[config.mk]
export PLATFORM = sky130hd
export DESIGN_NAME = loopback_tester
export DESIGN_NICKNAME = d
export VERILOG_FILES = /design/src/rtl/loopback_tester_pkg.sv /design/src/rtl/lb_delay_line.sv /design/src/rtl/loopback_tester.sv
export SDC_FILE = /design/constraint.sdc
export NUM_CORES = 1
export LEC_CHECK = 0
export CAP_MARGIN = 20
export CORE_MARGIN = 1.5
export CORE_UTILIZATION = 59
export DETAILED_ROUTE_END_ITERATION = 10
export GPL_TIMING_DRIVEN = 0
export PLACE_DENSITY = 0.91
export SLEW_MARGIN = 20
export SYNTH_ARGS = -nofsm -noshare
export SYNTH_HDL_FRONTEND = slang
export SYNTH_SLANG_ARGS = --single-unit
export TNS_END_PERCENT = 10
[constraint.sdc]
create_clock -name clk -period 3.76 [get_ports clk]
set_input_delay 0.752 -clock clk [delete_from_list [all_inputs] [get_ports clk]]
set_output_delay 0.752 -clock clk [all_outputs]
set_load 0.03 [all_outputs]
[src/rtl/loopback_tester_pkg.sv]
// Shared types and constants for the loopback tester: FSM states, LFSR seed/taps, error counter limits.
package loopback_tester_pkg;

  typedef enum logic [1:0] {
    ST_IDLE  = 2'd0,
    ST_RUN   = 2'd1,
    ST_DRAIN = 2'd2,
    ST_DONE  = 2'd3
  } state_e;

  localparam logic [7:0] LFSR_SEED = 8'h01;
  // Feedback taps at bits 7,5,4,3
  localparam logic [7:0] LFSR_TAPS = 8'b1011_1000;

  localparam int             ERR_W   = 8;
  localparam logic [ERR_W-1:0] ERR_MAX = '1;

  function automatic logic [7:0] lfsr_next(input logic [7:0] w);
    return {w[6:0], ^(w & LFSR_TAPS)};
  endfunction

endpackage

[src/rtl/lb_delay_line.sv]
// Shift register carrying {valid, expected word}; a runtime tap picks the loop latency (tap 0 = pass-through).
module lb_delay_line #(
  parameter int WIDTH = 8,
  parameter int DEPTH = 15
) (
  input  logic             clk,
  input  logic             rst_n,
  input  logic             in_valid_i,
  input  logic [WIDTH-1:0] in_data_i,
  input  logic [3:0]       tap_i,
  output logic             out_valid_o,
  output logic [WIDTH-1:0] out_data_o
);

  logic [DEPTH-1:0] vld_q;
  logic [WIDTH-1:0] dat_q [DEPTH];

  always_ff @(posedge clk) begin
    if (!rst_n) begin
      vld_q <= '0;
    end else begin
      vld_q[0] <= in_valid_i;
      for (int i = 1; i < DEPTH; i++) vld_q[i] <= vld_q[i-1];
    end
  end

  // Data needs no reset: it is only observed together with a valid token.
  always_ff @(posedge clk) begin
    dat_q[0] <= in_data_i;
    for (int i = 1; i < DEPTH; i++) dat_q[i] <= dat_q[i-1];
  end

  always_comb begin
    out_valid_o = in_valid_i;
    out_data_o  = in_data_i;
    for (int i = 0; i < DEPTH; i++) begin
      if (tap_i == 4'(i + 1)) begin
        out_valid_o = vld_q[i];
        out_data_o  = dat_q[i];
      end
    end
  end

endmodule

[src/rtl/loopback_tester.sv]
// Loopback tester: drives a pattern into an external loop and counts mismatches on the return path.
// Define LOOPBACK_TESTER_LFSR_EN for an 8-bit LFSR pattern; otherwise an incrementing counter is used.
module loopback_tester
  import loopback_tester_pkg::*;
#(
  parameter int WIDTH     = 8,
  parameter int MAX_DELAY = 15
) (
  input  logic             clk,
  input  logic             rst_n,
  input  logic             start,
  input  logic [15:0]      cfg_len,
  input  logic [3:0]       cfg_delay,
  output logic [WIDTH-1:0] lb_out,
  input  logic [WIDTH-1:0] lb_in,
  output logic             busy,
  output logic             done,
  output logic             pass,
  output logic [ERR_W-1:0] err_cnt,
  output state_e           dbg_state_o
);

  localparam logic [3:0] MAX_D = 4'(MAX_DELAY);

`ifdef LOOPBACK_TESTER_LFSR_EN
  if (WIDTH != 8) begin : g_width_chk
    $error("loopback_tester: LFSR pattern requires WIDTH == 8");
  end
  localparam logic [WIDTH-1:0] FIRST_WORD = WIDTH'(LFSR_SEED);
  function automatic logic [WIDTH-1:0] next_word(input logic [WIDTH-1:0] w);
    return WIDTH'(lfsr_next(8'(w)));
  endfunction
`else
  localparam logic [WIDTH-1:0] FIRST_WORD = WIDTH'(1);
  function automatic logic [WIDTH-1:0] next_word(input logic [WIDTH-1:0] w);
    return w + WIDTH'(1);
  endfunction
`endif

  state_e           state_q, state_d;
  logic [15:0]      cnt_q, cnt_d;
  logic [3:0]       dly_q, dly_d;
  logic [WIDTH-1:0] pat_q, pat_d;
  logic [ERR_W-1:0] err_q, err_d;
  logic             pass_q, pass_d;

  logic             tok_vld;
  logic [WIDTH-1:0] tok_exp;
  logic [3:0]       dly_clamp;

  assign dly_clamp = (cfg_delay > MAX_D) ? MAX_D : cfg_delay;

  // Words enter the line in the cycle they are driven, so tap 0 compares combinationally.
  lb_delay_line #(
    .WIDTH (WIDTH),
    .DEPTH (MAX_DELAY)
  ) u_dly (
    .clk         (clk),
    .rst_n       (rst_n),
    .in_valid_i  (state_q == ST_RUN),
    .in_data_i   (pat_q),
    .tap_i       (dly_q),
    .out_valid_o (tok_vld),
    .out_data_o  (tok_exp)
  );

  always_ff @(posedge clk) begin
    if (!rst_n) begin
      state_q <= ST_IDLE;
      cnt_q   <= '0;
      dly_q   <= '0;
      pat_q   <= '0;
      err_q   <= '0;
      pass_q  <= 1'b0;
    end else begin
      state_q <= state_d;
      cnt_q   <= cnt_d;
      dly_q   <= dly_d;
      pat_q   <= pat_d;
      err_q   <= err_d;
      pass_q  <= pass_d;
    end
  end

  always_comb begin
    state_d = state_q;
    cnt_d   = cnt_q;
    dly_d   = dly_q;
    pat_d   = pat_q;
    err_d   = err_q;
    pass_d  = pass_q;
    if (tok_vld && (lb_in != tok_exp) && (err_q != ERR_MAX)) err_d = err_q + 1'b1;
    unique case (state_q)
      ST_IDLE: begin
        if (start) begin
          err_d = '0;
          dly_d = dly_clamp;
          if (cfg_len != 16'd0) begin
            state_d = ST_RUN;
            cnt_d   = cfg_len;
            pat_d   = FIRST_WORD;
          end else begin
            state_d = ST_DONE;
            pass_d  = 1'b1;
          end
        end
      end
      ST_RUN: begin
        pat_d = next_word(pat_q);
        cnt_d = cnt_q - 16'd1;
        if (cnt_q == 16'd1) begin
          if (dly_q == 4'd0) begin
            state_d = ST_DONE;
            pass_d  = (err_d == '0);
          end else begin
            state_d = ST_DRAIN;
            cnt_d   = 16'(dly_q);
          end
        end
      end
      ST_DRAIN: begin
        cnt_d = cnt_q - 16'd1;
        if (cnt_q == 16'd1) begin
          state_d = ST_DONE;
          pass_d  = (err_d == '0);
        end
      end
      ST_DONE: state_d = ST_IDLE;
      default: state_d = ST_IDLE;
    endcase
  end

  always_comb begin
    lb_out      = (state_q == ST_RUN) ? pat_q : '0;
    busy        = (state_q == ST_RUN) || (state_q == ST_DRAIN);
    done        = (state_q == ST_DONE);
    pass        = pass_q;
    err_cnt     = err_q;
    dbg_state_o = state_q;
  end

endmodule
==> results by group, run 1 <==
Timing
  • Final hold vios: 0
  • Final Slew Violations: 0
  • Clock Skews: 0.00808 ns
  • Max Clk Rate: 276 MHz
  • Fin crit period: 3.62 ns
  • RSZ-0062 raised after global routing: no
  • Tcrit/Tclk final: 0.962
  • Final total negative setup slack: 0 ns
  • Final Worst Setup Slack: 0.142 ns
  • Final setup viols: 0
  • Slew HR: 0.556
  • Hold WS: 0.341 ns
  • Slew @ Worst Pin: 0.666 ns

Logic synthesis
  • Number of flops mapped to enable cells by yosys: 0
  • Library cells used by synthesis: 85
  • Post-Synthesis Cells: 822
  • Ys async rst share: 0
  • Syn nets: 861
  • Syn avg cell area: 9.30 sq um
  • Register area share after synthesis: 0.455
  • Top cell type by total area after synthesis: dfxtp_1
  • Synth warn: 0
  • Main synth FF type: dfxtp_1
  • Synth Register Bits: 174
  • Synth area leaders: dfxtp_1, mux2i_1, o21ai_0
  • Cell area after synthesis: 7650 sq um
  • Yosys top cell area share: 0.455

Power
  • Pwr Total: 6.41 mW
  • Leak: 3.44 nW
  • Peak supply drop: 528 uV
  • Power per standard cell area: 711 nW/um^2

Floorplan
  • Die width: 117 um
  • Starting Density: 0.606
  • Area of the core: 12600 sq um
  • Die height: 117 um
  • Io pins: 52
  • DIE AREA: 13700 sq um
  • # rows: 41

Cells and area
  • Post-Layout Cell Count: 1076
  • Most common cell after layout, fill and taps aside: dfxtp_1
  • Commonest non-fill, non-tap cells in the layout: dfxtp_1, nor2_1, nand2_1, clkdlybuf4s50_1, o21ai_0
  • Share of layout cells above drive strength 1: 0.104
  • Antenna diode count: 0
  • Fin area: 9020 sq um
  • Fillers: 943
  • Fin util: 0.714
  • Layout Nets: 931
  • Syn-to-layout area delta: 17.9%

Global routing
  • Antenna violations before repair: 0
  • Pin count of the biggest net entering global routing: 17
  • Grt ovf: 0
  • Wire length of the first global-routing pass: 33500 um
  • Vias in the first global route: 6496
  • GRT Util Overall: 0.327

Critical path
  • Max FO, Critical Path: 10
  • CP Cell Sequence: buf_2 > buf_4 > buf_2 > nand2_1 > nor2_1 > a211oi_2 > o221ai_1 > a2111o_1 > a2111oi_4 > a31oi_2 > buf_6 > a21o_1 > a21oi_2 > o221a_1
  • Startpoint types: flip-flop
  • Critical setup path kind: reg2reg
  • Worst path most repeated cell: buf_2
  • Crit path capture type: flip-flop
  • CP required: 4.14 ns
  • Peak per-stage delay on the critical path: 0.45 ns
  • Critical path arrival: 3.99 ns
  • Crit-path slowest cell: a2111oi_4

CTS
  • # hold bufs at CTS: 0
  • PostCTS Resize Cnt: 0
  • Num CTS Buffers: 17
  • CTS tree: yes
  • Clock Sinks: 174
  • Post-CTS Setup Bufs: 0
  • CTS Buffer Depth: 2
  • Root buffer cell: clkbuf_16
  • Clk slew on worst S/H paths: 0.07 ns
  • Worst-Skew Late Latency: 0.44 ns
  • CTS H-tree lvls: 4

Route
  • Final WL: 21500 um
  • Vias: 6988
  • Vias per cell: 6.49
  • Met1 wire length: 8390 um
  • WL met2: 9380 um
  • Top sig layer: met4
  • Routed WL per cell: 20.0 um
  • DR WL met3: 2780 um
  • Initial DRC count: 926
  • ANT nets after route: 0
  • First-pass DRT Iterations: 8
  • Drt drc: 0

Hold path
  • HP Class: reg2reg

Placement
  • Dpl cell area: 8370 sq um
  • Placed insts: 1045
  • Half-perimeter wire length after placement: 14400 um
  • Setup WS pre-CTS: 0.232 ns
  • GP Congestion: 0.980
  • Port Buffers: 51

Outcome
  • Status: complete, no violations

Run
  • # Max-Cap Violations: 0
[kinds of logic (layout without fill, tap and decap cells)]
group,Yosys count,in the layout,share of synthesized area
AND/OR/NAND/NOR,274,274,0.190
AO/OA/AOI/OAI,242,242,0.224
flip-flops,174,174,0.455
buffers and inverters,72,154,0.0447
multiplexers,36,36,0.0543
XOR/XNOR,16,16,0.0183
adder cells (fa/ha/maj),8,8,0.0131
[worst max-delay path: cells and delay by family, from the launching register on]
family	cells	cell delay (ns)
compound gates	8	2.01
buf+inv	4	0.75
simple gates	2	0.50
flops	1	0.30
[power breakdown]
part | internal, mW | leakage (nW) | switching (mW) | total [mW]
Sequential | 2.03 | 1.41 | 0.149 | 2.18
Combinational | 0.887 | 1.73 | 1.48 | 2.36
Clock | 1.13 | 0.299 | 0.741 | 1.87
[layout make-up]
class	instances	area [sq um]	area share
multi-input cells	576	3830	0.425
repair buffers	51	510	0.0566
well taps	172	215	0.0239
clock buffers	18	439	0.0487
inverters	17	63.8	0.00708
flip-flops and latches	174	3480	0.386
clock inverters	13	188	0.0208
plain buffers	55	285	0.0316
[layer usage]
metal,vias up,global-route usage
li1,3132,-
met5,-,0
met1,3205,0.434
met3,110,0.0855
met4,0,0.179
met2,541,0.489
[synth_stat cells (14+ instances only)]
library cell and count:
nor2b_1 20, or3_1 14, buf_2 27, a21oi_1 45
inv_1 15, mux2i_1 25, nand3_1 26, o21ai_0 47
clkbuf_1 20, nand2_1 53, nor2_1 59, a21boi_0 17
and2_1 28, dfxtp_1 174
[final timing paths]
kind,slack [ns],start,endpoint,depth (start not counted)
max,0.14,dly_q[2],pass,14
min,0.34,u_dly.dat_q[1][20],u_dly.dat_q[1][28],0
max reg2reg,0.14,dly_q[2],pass,14
min reg2reg,0.34,u_dly.dat_q[1][20],u_dly.dat_q[1][28],0
[sequential cells by signal (all words and copies together) (netlist names)]
register and count:
dly_q 4, err_cnt 8, cnt_q 16, pass 1
u_dly.dat_q 120, dbg_state_o 2, u_dly.vld_q 15, pat_q 8
Note: power is estimated with default switching activity, not from simulation.
==> run 2, diff against run 1 <==
--- a/config.mk
+++ b/config.mk
@@ -7,10 +7,10 @@
 export LEC_CHECK = 0
 export CAP_MARGIN = 20
 export CORE_MARGIN = 1.5
-export CORE_UTILIZATION = 59
+export CORE_UTILIZATION = 50
 export DETAILED_ROUTE_END_ITERATION = 10
 export GPL_TIMING_DRIVEN = 0
-export PLACE_DENSITY = 0.91
+export PLACE_DENSITY = 0.8
 export SLEW_MARGIN = 20
 export SYNTH_ARGS = -nofsm -noshare
 export SYNTH_HDL_FRONTEND = slang
==> results by group, run 2 (synthesis results as in run 1) <==
CTS
  • Clock Sinks: 174 (unchanged)
  • CTS tree: yes (unchanged)
  • Clk slew on worst S/H paths: 0.07 ns (about the same)
  • CTS Buffer Depth: 2 (unchanged)
  • # hold bufs at CTS: 0 (unchanged)
  • Num CTS Buffers: 17 (unchanged)
  • Post-CTS Setup Bufs: 0 (unchanged)
  • Root buffer cell: clkbuf_16 (unchanged)
  • PostCTS Resize Cnt: 0 (unchanged)
  • Worst-Skew Late Latency: 0.43 ns (was 0.44 ns)
  • CTS H-tree lvls: 4 (unchanged)

Route
  • ANT nets after route: 0 (unchanged)
  • Met1 wire length: 8940 um (was 8390 um)
  • Routed WL per cell: 19.0 um (was 20.0 um)
  • DR WL met3: 1890 um (was 2780 um)
  • Drt drc: 0 (unchanged)
  • Top sig layer: met4 (unchanged)
  • First-pass DRT Iterations: 5 (was 8)
  • WL met2: 9070 um (was 9380 um)
  • Initial DRC count: 814 (was 926)
  • Vias: 6729 (was 6988)
  • Final WL: 20800 um (was 21500 um)
  • Vias per cell: 6.16 (was 6.49)

Floorplan
  • Area of the core: 15100 sq um (was 12600 sq um)
  • Die width: 127 um (was 117 um)
  • Starting Density: 0.507 (was 0.606)
  • Io pins: 52 (unchanged)
  • DIE AREA: 16000 sq um (was 13700 sq um)
  • # rows: 45 (was 41)
  • Die height: 127 um (was 117 um)

Global routing
  • Vias in the first global route: 6284 (was 6496)
  • Wire length of the first global-routing pass: 33000 um (was 33500 um)
  • Pin count of the biggest net entering global routing: 18 (was 17)
  • Grt ovf: 0 (unchanged)
  • Antenna violations before repair: 0 (unchanged)
  • GRT Util Overall: 0.265 (was 0.327)

Cells and area
  • Post-Layout Cell Count: 1093 (was 1076)
  • Layout Nets: 931 (unchanged)
  • Largest Register: u_dly.dat_q (unchanged)
  • Largest registers: u_dly.dat_q: 120 flops, cnt_q: 16 flops, u_dly.vld_q: 15 flops (unchanged)
  • Antenna diode count: 0 (unchanged)
  • Fillers: 1275 (was 943)
  • Share of layout cells above drive strength 1: 0.104 (about the same)
  • Max reg flops: 120 (unchanged)
  • Commonest non-fill, non-tap cells in the layout: dfxtp_1, nor2_1, nand2_1, clkdlybuf4s50_1, o21ai_0 (unchanged)
  • Most common cell after layout, fill and taps aside: dfxtp_1 (unchanged)
  • Syn-to-layout area delta: 17.8% (was 17.9%)

Power
  • P_int: 3.94 mW (was 4.04 mW)
  • Peak supply drop: 381 uV (was 528 uV)
  • P_sw: 2.39 mW (was 2.37 mW)
  • Reg power frac: 0.344 (was 0.340)
  • Switching portion of total power: 0.377 (was 0.369)
  • Power per standard cell area: 702 nW/um^2 (was 711 nW/um^2)
  • Combinational Power Share: 0.368 (was 0.369)
  • Clock share of power: 0.288 (was 0.292)
  • Leak: 3.44 nW (about the same)

Critical path
  • Peak per-stage delay on the critical path: 0.41 ns (was 0.45 ns)
  • Startpoint types: flip-flop (unchanged)
  • Worst path most repeated cell: buf_2 (unchanged)
  • Max FO, Critical Path: 10 (unchanged)
  • Crit-path slowest cell: a311oi_1 (was a2111oi_4)
  • Critical setup path kind: reg2reg (unchanged)
  • CP startpoint: dly_q[3] (was dly_q[2])
  • FF-to-FF Start: dly_q[3] (was dly_q[2])
  • Crit path capture type: flip-flop (unchanged)
  • CP Cell Sequence: buf_2 > buf_2 > buf_2 > buf_2 > o21ai_0 > o21a_1 > a311oi_1 > xor2_1 > a31oi_1 > a31oi_2 > buf_6 > a31o_1 > o221a_1 (was buf_2 > buf_4 > buf_2 > nand2_1 > nor2_1 > a211oi_2 > o221ai_1 > a2111o_1 > a2111oi_4 > a31oi_2 > buf_6 > a21o_1 > a21oi_2 > o221a_1)
  • Critical R2R Capture: pass (unchanged)
  • Critical path arrival: 3.89 ns (was 3.99 ns)
  • Worst reg2reg path depth: 13 (was 14)
  • Reg2Reg Setup Slack: 0.19 ns (was 0.14 ns)
  • CP required: 4.08 ns (was 4.14 ns)

Placement
  • GP Congestion: 0.915 (was 0.980)
  • Placed insts: 1061 (was 1045)
  • Half-perimeter wire length after placement: 14300 um (was 14400 um)
  • Port Buffers: 51 (unchanged)

Hold path
  • Endpoint, Worst Hold: u_dly.dat_q[1][12] (was u_dly.dat_q[1][28])
  • Hold Crit Depth: 0 (unchanged)
  • HP Class: reg2reg (unchanged)
  • Origin of the worst min-delay path: u_dly.dat_q[1][4] (was u_dly.dat_q[1][20])

Timing
  • Slew HR: 0.510 (was 0.556)
  • Slew @ Worst Pin: 0.732 ns (was 0.666 ns)
  • Final total negative setup slack: 0 ns (unchanged)
  • Hold WS: 0.341 ns (about the same)
  • Fin crit period: 3.57 ns (was 3.62 ns)
  • Clock Skews: 0.00899 ns (was 0.00808 ns)
  • Final hold vios: 0 (unchanged)
  • Final Slew Violations: 0 (unchanged)
  • Tcrit/Tclk final: 0.951 (was 0.962)
  • Max Clk Rate: 280 MHz (was 276 MHz)
  • Final setup viols: 0 (unchanged)
  • RSZ-0062 raised after global routing: no (unchanged)

Outcome
  • Status: complete, no violations (unchanged)

Run
  • # Max-Cap Violations: 0 (unchanged)
-- run 2: cell count changes in the layout (fill, tap and decap cells not counted) --
| cell | change |
|---|---|
| clkbuf_4 | -2 |
| inv_6 | +1 |
| clkinv_2 | -1 |
| bufinv_16 | -2 |
| clkinvlp_4 | -1 |
| buf_2 | +2 |
| a31oi_1 | +1 |
| clkinv_4 | -1 |
| a31oi_2 | -1 |
| inv_8 | +5 |
-- run 2: per-layer routing --
layer  GRT usage  vias to the layer above
met5           0                        -
met4       0.137                        0
met3      0.0595                       75
met2       0.395                      359
met1       0.361                     3144
li1            -                     3151
-- run 2: power by group through the flow --
| stage | Sequential (mW) | Combinational (mW) | Clock, mW |
|---|---|---|---|
| global placement | 2.21 | 2.25 | 0 |
| CTS | 2.17 | 2.27 | 1.84 |
| global route | 2.20 | 2.51 | 1.92 |
| detailed placement | 2.21 | 2.25 | 0 |
| floorplan | 2.21 | 1.61 | 0 |
| finish | 2.18 | 2.33 | 1.82 |
-- run 2: critical path, delay by kind of cell, from the launching register on --
kind                   cells  cell delay (ns)
AO/OA/AOI/OAI              7             1.69
buffers and inverters      5             1.30
XOR/XNOR                   1             0.12
flip-flops                 1             0.34
-- run 2: area by class of cell --
type	instances	area [sq um]	share of cell area
multi-input combinational	576	3820	0.425
inverter	17	63.8	0.00708
clock inverter	14	171	0.0190
tap	188	235	0.0261
sequential	174	3480	0.387
clock buffer	18	439	0.0487
timing repair buffer	51	510	0.0567
buffer	55	280	0.0311
-- run 2: how the worst max path moves through the flow --
stage	to	depth (start not counted)
after global placement	pass	12
final	pass	13
after floorplan	pass	11
after CTS	pass	13
after global routing	pass	14
after detailed placement	pass	13
-- run 2: metrics by stage --
step / utilization / cell area [sq um] / setup slack, ns / power (mW)
CTS: 0.597 / 9000 / 0.193 / 6.28
global route: 0.597 / 9010 / 0.000790 / 6.63
finish: 0.597 / 9010 / 0.186 / 6.32
floorplan: - / 7650 / 0.858 / 3.83
global placement: 0.556 / 8390 / 0.210 / 4.45
detailed placement: 0.556 / 8390 / 0.219 / 4.47
==> run 3, diff against run 2 <==
--- a/config.mk
+++ b/config.mk
@@ -11,6 +11,7 @@
 export DETAILED_ROUTE_END_ITERATION = 10
 export GPL_TIMING_DRIVEN = 0
 export PLACE_DENSITY = 0.8
+export RECOVER_POWER = 100
 export SLEW_MARGIN = 20
 export SYNTH_ARGS = -nofsm -noshare
 export SYNTH_HDL_FRONTEND = slang
==> results by group, run 3 (synthesis results as in run 1) <==
Global routing
  • GRT Util Overall: 0.265 (unchanged)
  • Vias in the first global route: 6284 (unchanged)
  • Antenna violations before repair: 0 (unchanged)
  • Wire length of the first global-routing pass: 33000 um (unchanged)
  • Grt ovf: 0 (unchanged)
  • Pin count of the biggest net entering global routing: 18 (unchanged)

Timing
  • Slew HR: 0.514 (was 0.510)
  • Final setup viols: 0 (unchanged)
  • Max Clk Rate: 280 MHz (about the same)
  • Slew @ Worst Pin: 0.726 ns (was 0.732 ns)
  • Final hold vios: 0 (unchanged)
  • Clock Skews: 0.00840 ns (was 0.00899 ns)
  • Final Slew Violations: 0 (unchanged)
  • RSZ-0062 raised after global routing: no (unchanged)
  • Final total negative setup slack: 0 ns (unchanged)
  • Tcrit/Tclk final: 0.951 (about the same)
  • Fin crit period: 3.58 ns (was 3.57 ns)

Route
  • Drt drc: 0 (unchanged)
  • Final WL: 20800 um (about the same)
  • First-pass DRT Iterations: 6 (was 5)
  • Initial DRC count: 748 (was 814)
  • Routed WL per cell: 19.0 um (about the same)
  • Vias: 6706 (was 6729)
  • Vias per cell: 6.14 (was 6.16)
  • ANT nets after route: 0 (unchanged)

Power
  • P_int: 3.92 mW (was 3.94 mW)
  • Reg power frac: 0.345 (was 0.344)
  • Combinational Power Share: 0.367 (was 0.368)
  • Peak supply drop: 376 uV (was 381 uV)
  • P_sw: 2.39 mW (about the same)
  • Leak: 3.50 nW (was 3.44 nW)
  • Switching portion of total power: 0.378 (was 0.377)
  • Clock share of power: 0.288 (about the same)
  • Pwr Total: 6.31 mW (was 6.32 mW)
  • Power per standard cell area: 700 nW/um^2 (was 702 nW/um^2)

Floorplan
  • Die height: 127 um (unchanged)
  • # rows: 45 (unchanged)
  • Area of the core: 15100 sq um (unchanged)
  • Starting Density: 0.507 (unchanged)
  • Io pins: 52 (unchanged)
  • Die width: 127 um (unchanged)
  • DIE AREA: 16000 sq um (unchanged)

Cells and area
  • Layout Nets: 931 (unchanged)
  • Commonest non-fill, non-tap cells in the layout: dfxtp_1, nor2_1, nand2_1, o21ai_0, a21oi_1 (was dfxtp_1, nor2_1, nand2_1, clkdlybuf4s50_1, o21ai_0)
  • Max reg flops: 120 (unchanged)
  • Syn-to-layout area delta: 17.8% (unchanged)
  • Largest Register: u_dly.dat_q (unchanged)
  • Fillers: 1275 (unchanged)
  • Most common cell after layout, fill and taps aside: dfxtp_1 (unchanged)
  • Antenna diode count: 0 (unchanged)
  • Largest registers: u_dly.dat_q: 120 flops, cnt_q: 16 flops, u_dly.vld_q: 15 flops (unchanged)
  • Fin util: 0.597 (unchanged)
  • Share of layout cells above drive strength 1: 0.104 (unchanged)

Critical path
  • Crit path capture type: flip-flop (unchanged)
  • Startpoint types: flip-flop (unchanged)
  • CP required: 4.08 ns (about the same)
  • Max FO, Critical Path: 10 (unchanged)
  • Critical path arrival: 3.90 ns (was 3.89 ns)
  • Critical setup path kind: reg2reg (unchanged)

CTS
  • Post-CTS Setup Bufs: 0 (unchanged)
  • Root buffer cell: clkbuf_16 (unchanged)
  • Clk slew on worst S/H paths: 0.07 ns (about the same)
  • Worst-Skew Late Latency: 0.44 ns (was 0.43 ns)
  • CTS tree: yes (unchanged)
  • Clock Sinks: 174 (unchanged)
  • Num CTS Buffers: 17 (unchanged)
  • CTS H-tree lvls: 4 (unchanged)
  • CTS Buffer Depth: 2 (unchanged)

Run
  • # Max-Cap Violations: 0 (unchanged)

Hold path
  • HP Class: reg2reg (unchanged)

Outcome
  • Status: complete, no violations (unchanged)

Placement
  • Port Buffers: 51 (unchanged)
  • Half-perimeter wire length after placement: 14300 um (unchanged)
  • GP Congestion: 0.915 (unchanged)
[run 3: power by group through the flow]
stage          sequential, mW  combinational [mW]  clock (mW)
4_1_cts                  2.17                2.27        1.84
3_3_place_gp             2.21                2.25           0
5_1_grt                  2.20                2.50        1.92
6_report                 2.18                2.32        1.82
2_1_floorplan            2.21                1.61           0
3_5_place_dp             2.21                2.25           0
[run 3: worst paths after layout]
check | startpoint | to | slack, ns | cells past startpoint
worst max-delay path | dly_q[3] | pass | 0.18 | 13
worst min-delay path | u_dly.dat_q[1][4] | u_dly.dat_q[1][12] | 0.34 | 0
worst max register to register | dly_q[3] | pass | 0.18 | 13
worst min register to register | u_dly.dat_q[1][4] | u_dly.dat_q[1][12] | 0.34 | 0
[run 3: critical path: stages (launching register included)]
cell      delay [ns]
dfxtp_1         0.34
buf_2           0.22
buf_2           0.29
buf_2           0.28
buf_2           0.34
o21ai_0         0.14
o21a_1          0.13
a311oi_1        0.42
xor2_1          0.12
a31oi_1         0.36
a31oi_2         0.19
buf_6           0.18
a31o_1          0.20
o221a_1         0.25
[run 3: metrics by stage]
step | worst slack (ns) | hold slack [ns] | std cells | instance area [sq um]
floorplan | 0.858 | 0.323 | 822 | 7650
global placement | 0.210 | 0.325 | 1061 | 8390
detailed placement | 0.219 | 0.330 | 1061 | 8390
CTS | 0.193 | 0.347 | 1093 | 9000
global route | 0.000791 | 0.352 | 1093 | 9010
finish | 0.183 | 0.340 | 1093 | 9010
[run 3: cell type report]
class,instances,area (sq um),area share
inverters,17,63.8,0.00708
well taps,188,235,0.0261
clock inverters,14,171,0.0190
flip-flops and latches,174,3480,0.387
multi-input cells,576,3820,0.425
repair buffers,51,510,0.0567
plain buffers,55,280,0.0311
clock buffers,18,439,0.0487
[run 3: metal layers]
metal  wire (um)  vias to the layer above  track usage  share of wire
met4         787                        0        0.137          0.038
met3        1930                       70       0.0595          0.093
met5           0                        -            0              0
met2        9120                      380        0.395           0.44
li1            -                     3149            -              -
met1        8980                     3107        0.361           0.43
[run 3: what timing repair did]
item                                   CTS  global route
endpoints found under the hold margin    0             0
gates resized for setup                  0             5
hold buffers                             0             0
setup endpoints to repair                0             1
==> variant: new RTL, config.mk and constraints of run 2 <==
Add an input register stage for `cfg_len`, without a reset; this delays it by one clock. The other inputs are not delayed to match.
--- a/src/rtl/loopback_tester.sv
+++ b/src/rtl/loopback_tester.sv
@@ -21,6 +21,12 @@
 );
 
   localparam logic [3:0] MAX_D = 4'(MAX_DELAY);
+
+  logic [15:0] cfg_len_q;
+
+  always_ff @(posedge clk) begin
+    cfg_len_q <= cfg_len;
+  end
 
 `ifdef LOOPBACK_TESTER_LFSR_EN
   if (WIDTH != 8) begin : g_width_chk
@@ -95,9 +101,9 @@
         if (start) begin
           err_d = '0;
           dly_d = dly_clamp;
-          if (cfg_len != 16'd0) begin
+          if (cfg_len_q != 16'd0) begin
             state_d = ST_RUN;
-            cnt_d   = cfg_len;
+            cnt_d   = cfg_len_q;
             pat_d   = FIRST_WORD;
           end else begin
             state_d = ST_DONE;
Formal check against the unedited RTL: not equivalent (Yosys sat finds a counterexample within 4 cycles, from zero or initial values and one cycle with rst_n low).
==> variant against run 2 <==
Count of clock-buffer cells in the layout up 2. Sequential share of layout area up 1.8 points. Combinational power down 7%. Clock skew up 0.0059 ns. Synthesized cell count up 0.49%. Wire length up 7.0%. Design area up 4.2%. Sequential cell count up 16. Sequential power up 8%. Setup slack worse by 0.058 ns. Power up 1.1%. Area after synthesis up 3.5%.
==> variant: results (changes against run 2) <==
Placed design
  – GP Congestion: 0.963 (+5.2%)
  – Dpl ws: -0.305 ns (-0.524 ns)
  – Dpl hpwl: 15400 µm (+8.0%)

Synthesis
  – Synth Area in Adders: 0.0126 (-0.000439)
  – Synth cell types: 80 (-5.9%)
  – Mux cell area share after synthesis: 0.0487 (-0.00561)
  – Compound-Gate Fraction of Synth Area: 0.210 (-0.0145)
  – Seq/Total Area, Yosys: 0.481 (+0.0252)
  – Top post-synthesis cells by count: dfxtp_1 (190), nor2_1 (59), nand2_1 (49), o21ai_0 (49), a21oi_1 (40)
  – Synth Area in XOR/XNOR: 0.0199 (+0.00160)

Worst setup path
  – Register-to-Register Path Depth: 12 (-1)
  – FF-to-FF setup slack: 0.13 ns (-0.06 ns)
  – CP peak stage delay: 0.46 ns (+0.05 ns)
  – CP arrival: 3.99 ns (+0.10 ns)

Cells and area
  – Final #Nets: 934 (+0.32%)
  – Number of fill cells: 1290 (+1.2%)

Timing
  – Minimum clock period: 3.63 ns (+0.0581 ns)
  – Worst slew pin tran: 0.680 ns (-0.0521 ns)

Power and ir drop
  – VDD IR max: 0.565 mV (+48%)
  – Logic pwr share: 0.338 (-0.030)
  – Pleak: 3.49 nW (+1.5%)
  – P_sw: 2.27 mW (-4.8%)
  – Top power group: sequential cells
  – Combinational power: 2.16 mW (-7%)

Clocking
  – Setup Buffers After CTS: 1 (+1)
  – Post-cts resize count: 5 (+5)

Drt
  – DRT iter0 DRCs: 808 (-0.74%)

Min path
  – Hold path startpoint: u_dly.dat_q[1][28]$_DFF_P_

Outcome
  – Status: complete, no violations

GRT
  – First-pass GRT wire length: 35000 µm (+6.1%)
  – Largest net degree at the start of global routing: 17 (-1)
  – Vias in the first global route: 6509 (+3.6%)
[variant: cell types whose count changed in the layout (fill, tap and decap cells not counted), moves of 8 or more]
cell	delta
buf_2	-19
nor3_1	+9
dfxtp_1	+16
o21a_1	-8
[variant: layout make-up]
cell class / instances / area [µm²] / area share
inverters: 18 / 67.6 / 0.00720
repair buffers: 53 / 526 / 0.0560
multi-input cells: 566 / 3810 / 0.406
clock buffers: 20 / 457 / 0.0486
flip-flops and latches: 190 / 3800 / 0.405
clock inverters: 12 / 159 / 0.0169
well taps: 211 / 264 / 0.0281
plain buffers: 49 / 302 / 0.0321
[variant: routing by layer]
metal,up-vias,track usage,part of all wire
li1,3155,-,-
met1,3240,0.373,0.42
met2,470,0.413,0.43
met3,82,0.0628,0.11
met4,0,0.141,0.041
met5,-,0,0
